**src/rtl/ifetch_pkg.sv**
```systemverilog
// Shared state encoding and constants for the instruction-fetch controller.
package ifetch_pkg;

    typedef enum logic [2:0] {
        IDLE    = 3'd0,
        FETCH   = 3'd1,
        DROP    = 3'd2,
        DELIVER = 3'd3,
        HALTED  = 3'd4
    } ifetch_state_e;

    localparam logic [15:0] NOP_INSTR = 16'h0800;
    localparam logic [4:0]  OPC_HALT  = 5'b00000;
    localparam int          PC_INC    = 2;

endpackage

```
**src/rtl/ifetch_buf.sv**
```systemverilog
// Holding register for the word presented to decode: loads on a completed fetch,
// clears when decode takes it or it is dropped.
module ifetch_buf #(
    parameter int              AW        = 16,
    parameter int              DW        = 16,
    parameter logic [DW-1:0]   NOP_INSTR = ifetch_pkg::NOP_INSTR
) (
    input  logic          clk,
    input  logic          rst_n,
    input  logic          load,
    input  logic          clear,
    input  logic [DW-1:0] load_instr,
    input  logic [AW-1:0] load_pc,
    output logic          valid,
    output logic [DW-1:0] instr,
    output logic [AW-1:0] pc
);

    logic [DW-1:0] instr_q;

    always_ff @(posedge clk or negedge rst_n) begin
        if (!rst_n) begin
            valid   <= 1'b0;
            instr_q <= NOP_INSTR;
            pc      <= '0;
        end else if (load) begin
            valid   <= 1'b1;
            instr_q <= load_instr;
            pc      <= load_pc;
        end else if (clear) begin
            valid   <= 1'b0;
        end
    end

    // if_pc keeps the last address after a clear; only the instruction is masked.
    assign instr = valid ? instr_q : NOP_INSTR;

endmodule

```
**src/rtl/ifetch_ctrl.sv**
```systemverilog
// Instruction-fetch controller: drives the PC register, requests words from memory
// and hands them to decode. Optional HALT support under IFETCH_HALT_EN.
//
// state   | meaning
// --------+------------------------------------------------------------
// IDLE    | latch fetch address from PC, request starts next cycle
// FETCH   | memory read outstanding
// DROP    | read outstanding but redirected; data will be discarded
// DELIVER | word presented to decode, waiting for id_ready
// HALTED  | HALT accepted, fetch stopped until reset (IFETCH_HALT_EN)
module ifetch_ctrl #(
    parameter int            AW        = 16,
    parameter int            DW        = 16,
    parameter logic [DW-1:0] NOP_INSTR = 16'h0800
) (
    input  logic          clk,
    input  logic          rst_n,
    input  logic [AW-1:0] pc,
    output logic          pc_hold,
    output logic [AW-1:0] next_pc,
    input  logic          redirect,
    input  logic [AW-1:0] redirect_pc,
    output logic          mem_rd,
    output logic [AW-1:0] mem_addr,
    input  logic [DW-1:0] mem_data,
    input  logic          mem_done,
    output logic          if_valid,
    output logic [DW-1:0] if_instr,
    output logic [AW-1:0] if_pc,
    output logic [AW-1:0] if_pc_plus2,
    input  logic          id_ready,
    output logic          halted
);

    import ifetch_pkg::*;

    ifetch_state_e state_q, state_d;
    logic          addr_ld;
    logic [AW-1:0] addr_d;
    logic          buf_load;
    logic          buf_clear;

    always_ff @(posedge clk or negedge rst_n) begin
        if (!rst_n) begin
            state_q  <= IDLE;
            mem_addr <= '0;
        end else begin
            state_q <= state_d;
            if (addr_ld) begin
                mem_addr <= addr_d;
            end
        end
    end

    always_comb begin
        state_d   = state_q;
        pc_hold   = 1'b1;
        next_pc   = pc;
        addr_ld   = 1'b0;
        addr_d    = pc;
        buf_load  = 1'b0;
        buf_clear = 1'b0;
        mem_rd    = 1'b0;
        halted    = 1'b0;
        case (state_q)
            IDLE: begin
                state_d = FETCH;
                addr_ld = 1'b1;
                // A redirect here also steers this fetch, so the stale PC is never read.
                if (redirect) begin
                    pc_hold = 1'b0;
                    next_pc = redirect_pc;
                    addr_d  = redirect_pc;
                end
            end
            FETCH: begin
                mem_rd = 1'b1;
                if (redirect) begin
                    pc_hold = 1'b0;
                    next_pc = redirect_pc;
                    state_d = mem_done ? IDLE : DROP;
                end else if (mem_done) begin
                    buf_load = 1'b1;
                    state_d  = DELIVER;
                end
            end
            DROP: begin
                mem_rd = 1'b1;
                if (redirect) begin
                    pc_hold = 1'b0;
                    next_pc = redirect_pc;
                end
                if (mem_done) begin
                    state_d = IDLE;
                end
            end
            DELIVER: begin
                if (redirect) begin
                    pc_hold   = 1'b0;
                    next_pc   = redirect_pc;
                    buf_clear = 1'b1;
                    state_d   = IDLE;
                end else if (id_ready) begin
                    buf_clear = 1'b1;
`ifdef IFETCH_HALT_EN
                    if (if_instr[DW-1:DW-5] == OPC_HALT) begin
                        state_d = HALTED;
                    end else begin
                        pc_hold = 1'b0;
                        next_pc = if_pc_plus2;
                        state_d = IDLE;
                    end
`else
                    pc_hold = 1'b0;
                    next_pc = if_pc_plus2;
                    state_d = IDLE;
`endif
                end
            end
`ifdef IFETCH_HALT_EN
            HALTED: begin
                halted = 1'b1;
            end
`endif
            default: begin
                state_d = IDLE;
            end
        endcase
    end

    ifetch_buf #(
        .AW        (AW),
        .DW        (DW),
        .NOP_INSTR (NOP_INSTR)
    ) u_buf (
        .clk        (clk),
        .rst_n      (rst_n),
        .load       (buf_load),
        .clear      (buf_clear),
        .load_instr (mem_data),
        .load_pc    (mem_addr),
        .valid      (if_valid),
        .instr      (if_instr),
        .pc         (if_pc)
    );

    assign if_pc_plus2 = if_pc + AW'(PC_INC);

endmodule

```
**config.mk**
```make
export PLATFORM = sky130hd
export DESIGN_NAME = ifetch_ctrl
export DESIGN_NICKNAME = d
export VERILOG_FILES = /design/src/rtl/ifetch_pkg.sv /design/src/rtl/ifetch_buf.sv /design/src/rtl/ifetch_ctrl.sv
export SDC_FILE = /design/constraint.sdc
export NUM_CORES = 1
export LEC_CHECK = 0
export CORE_ASPECT_RATIO = 1.75
export CORE_MARGIN = 2
export CORE_UTILIZATION = 41
export DETAILED_ROUTE_END_ITERATION = 6
export GPL_ROUTABILITY_DRIVEN = 0
export PLACE_DENSITY = 0.92
export SYNTH_ARGS = -nofsm -noshare
export SYNTH_HDL_FRONTEND = slang
export SYNTH_SLANG_ARGS = --single-unit
```
**constraint.sdc**
```tcl
create_clock -name clk -period 3.35 [get_ports clk]
set_clock_uncertainty 0.2 [all_clocks]
set_input_delay 1.005 -clock clk [delete_from_list [all_inputs] [get_ports clk]]
set_output_delay 1.005 -clock clk [all_outputs]
set_load 0.005 [all_outputs]
```
==> metrics <==
run status finished, final reports clean; RR Endpoint mem_addr[0]; Root Buffer clkbuf_16; Placement Cell Area 4450 sq um; synthesis-to-layout area growth 65.9%; R2R Setup Slk 1450 ps; crit path to if_pc_plus2[13]; Post-DRT Antenna Nets 0; Synth Instances 270; CTS H-Tree Depth 2; Crit path required time 2140 ps; drt pass-1 iters 4; Initial Util 41.6%; cell with the most instances after synthesis dfrtp_1; vias in the first global route 2841; Yosys cell types 33; fraction of layout cells with a size suffix above 1 24.0%; Buffers on Ports 135; TritonCTS clock tree built; WP data arrival 2130 ps; Rows 40; Core Area 6760 sq um; Nets 487; placed insts 503; wire length per cell 17.3 um; Top FF cell, synth dfrtp_1; final max-slew violation count 0; Synth top area share 44.5%; Global Route Usage Sum 23.7%; GRT overflow 0; Via density 5.27; Min-Delay Path Class register to register; crit path from u_buf.pc[2]; CP startpoint kind register; Via Count 2703; Die Y 114 um; initial antenna violation count 0; Worst-path clk slew 70 ps; Seq/Total Area, Yosys 45.5%; relative slew slack 60.4%; synth warn 0; hpwl dp 6790 um; RSZ-0062 raised after global routing true; clk sink count 51; CTS Hold Buffers Added 0; Non-Filler Instances 513; largest cells by area after synthesis dfrtp_1 (45%), mux2_2 (13%), mux2i_1 (5.0%), and2_1 (3.6%), xor2_1 (3.4%); Hold Slack 297 ps; diode count 0; Avg Cell Area, Syn 10.4 sq um; Crit Path Max Fanout 6; Synth area leader dfrtp_1; # IOs 137; largest net degree at the start of global routing 26; # setup viols final 0; worst vdd ir 492 uV; post-synthesis register bit count 51; first-pass GRT wire length 13700 um; critical path type register to primary output; Hold Fails Final Rpt 0; clk_lat worst skew 280 ps; final instance area 4660 sq um; Cell Area, Synth 2810 sq um; max_cap viols 0; die footprint 7560 sq um; Post-synth EDFFs 0; Pleak 2.04 nW; fraction of registers with async set/reset 100%; clk buf depth 2; Tcrit/Tclk final 99.6%; syn nets 329; final wirelength 8860 um; Worst setup EP type primary output; Fin Setup TNS 0 ps; actual slew at the worst max-slew pin 594 ps; Fmax 300 MHz; length in cells of the worst reg-to-reg path 5; RR Startpoint state_q[0]; Final min period 3340 ps; drc violations 0; synth cell count leaders dfrtp_1 (50), mux2_2 (33), nand2_1 (22); 1st-iter DRT viols 78; Design Power 3.98 mW; die width 66.6 um; Power Dens Cells 853 nW/um^2; CTS Buf Count 5
==> worst min-delay path by stage <==
stage | startpoint | to | slack [ps] | cells after the start
floorplan | u_buf.instr_q[0] | u_buf.instr_q[0] | 270 | 1
global placement | u_buf.instr_q[13] | u_buf.instr_q[13] | 280 | 1
detailed placement | u_buf.instr_q[15] | u_buf.instr_q[15] | 290 | 1
CTS | u_buf.instr_q[15] | u_buf.instr_q[15] | 300 | 1
global route | u_buf.instr_q[7] | u_buf.instr_q[7] | 300 | 1
finish | u_buf.instr_q[7] | u_buf.instr_q[7] | 300 | 1
==> worst max-delay path: stages (launching register included) <==
cell and delay (ps):
dfrtp_2 410, ha_2 220, nand3_1 150, nor3_2 220
xor2_1 270, clkdlybuf4s50_1 560
==> layer usage <==
| metal | global-route usage (%) | part of all wire (%) |
|---|---|---|
| met1 | 24.8 | 37 |
| met2 | 44.3 | 55 |
| met3 | 3.16 | 4.8 |
| met4 | 12.2 | 3.9 |
| met5 | 0 | 0 |
==> what timing repair did <==
| item | 4_1_cts | 5_1_grt |
|---|---|---|
| pin swaps | 1 | 6 |
| resized for setup | 36 | 16 |
| setup endpoints to repair | 18 | 16 |
| buffers inserted | 1 | 2 |
==> through the flow <==
step                utilization, %  setup WS [ps]
finish                        69.0           12.4
global route                  69.0          -44.2
CTS                           68.6           1.40
detailed placement            65.9           -693
global placement              65.9           -653
floorplan                        -            186
==> state kept, by name, indices dropped and copies added, names as in the netlist <==
signal and flops:
state_q 2, u_buf.instr_q 16, mem_addr 16, u_buf.pc 16, u_buf.valid 1
==> where the power goes <==
group          leakage [nW]  switching [mW]  total [mW]  internal [mW]
sequential            0.583           0.285        1.23          0.941
clock                0.0838           0.218       0.570          0.352
combinational          1.37           0.848        2.18           1.33
==> cell usage in the layout (no fill, tap or decap), types with 10 or more instances in the layout <==
cell type	count
dlygate4sd2_1	14
dfrtp_1	46
buf_4	32
and2_1	15
xor2_1	11
a21oi_1	10
nand2_1	22
mux2i_1	14
clkdlybuf4s50_1	113
nor2_1	21
mux2_2	33
==> kinds of logic (layout without fill, tap and decap cells) <==
group,after synthesis,in the layout,synth area share (%)
XOR/XNOR,13,13,4.05
other,1,1,0.133
adder cells (fa/ha/maj),6,6,2.67
AO/OA/AOI/OAI,48,48,11.6
multiplexers,47,47,18.2
flip-flops,51,51,45.5
AND/OR/NAND/NOR,78,78,13.8
buffers and inverters,26,185,4.05
==> area by class of cell <==
cell class / instances / area, sq um
fillers: 514 / 2090
repair buffers: 170 / 1630
multi-input cells: 193 / 1450
flip-flops and latches: 51 / 1280
clock buffers: 5 / 125
well taps: 84 / 105
clock inverters: 3 / 43.8
inverters: 7 / 26.3
No activity file was read; power rests on OpenSTA's default activity.
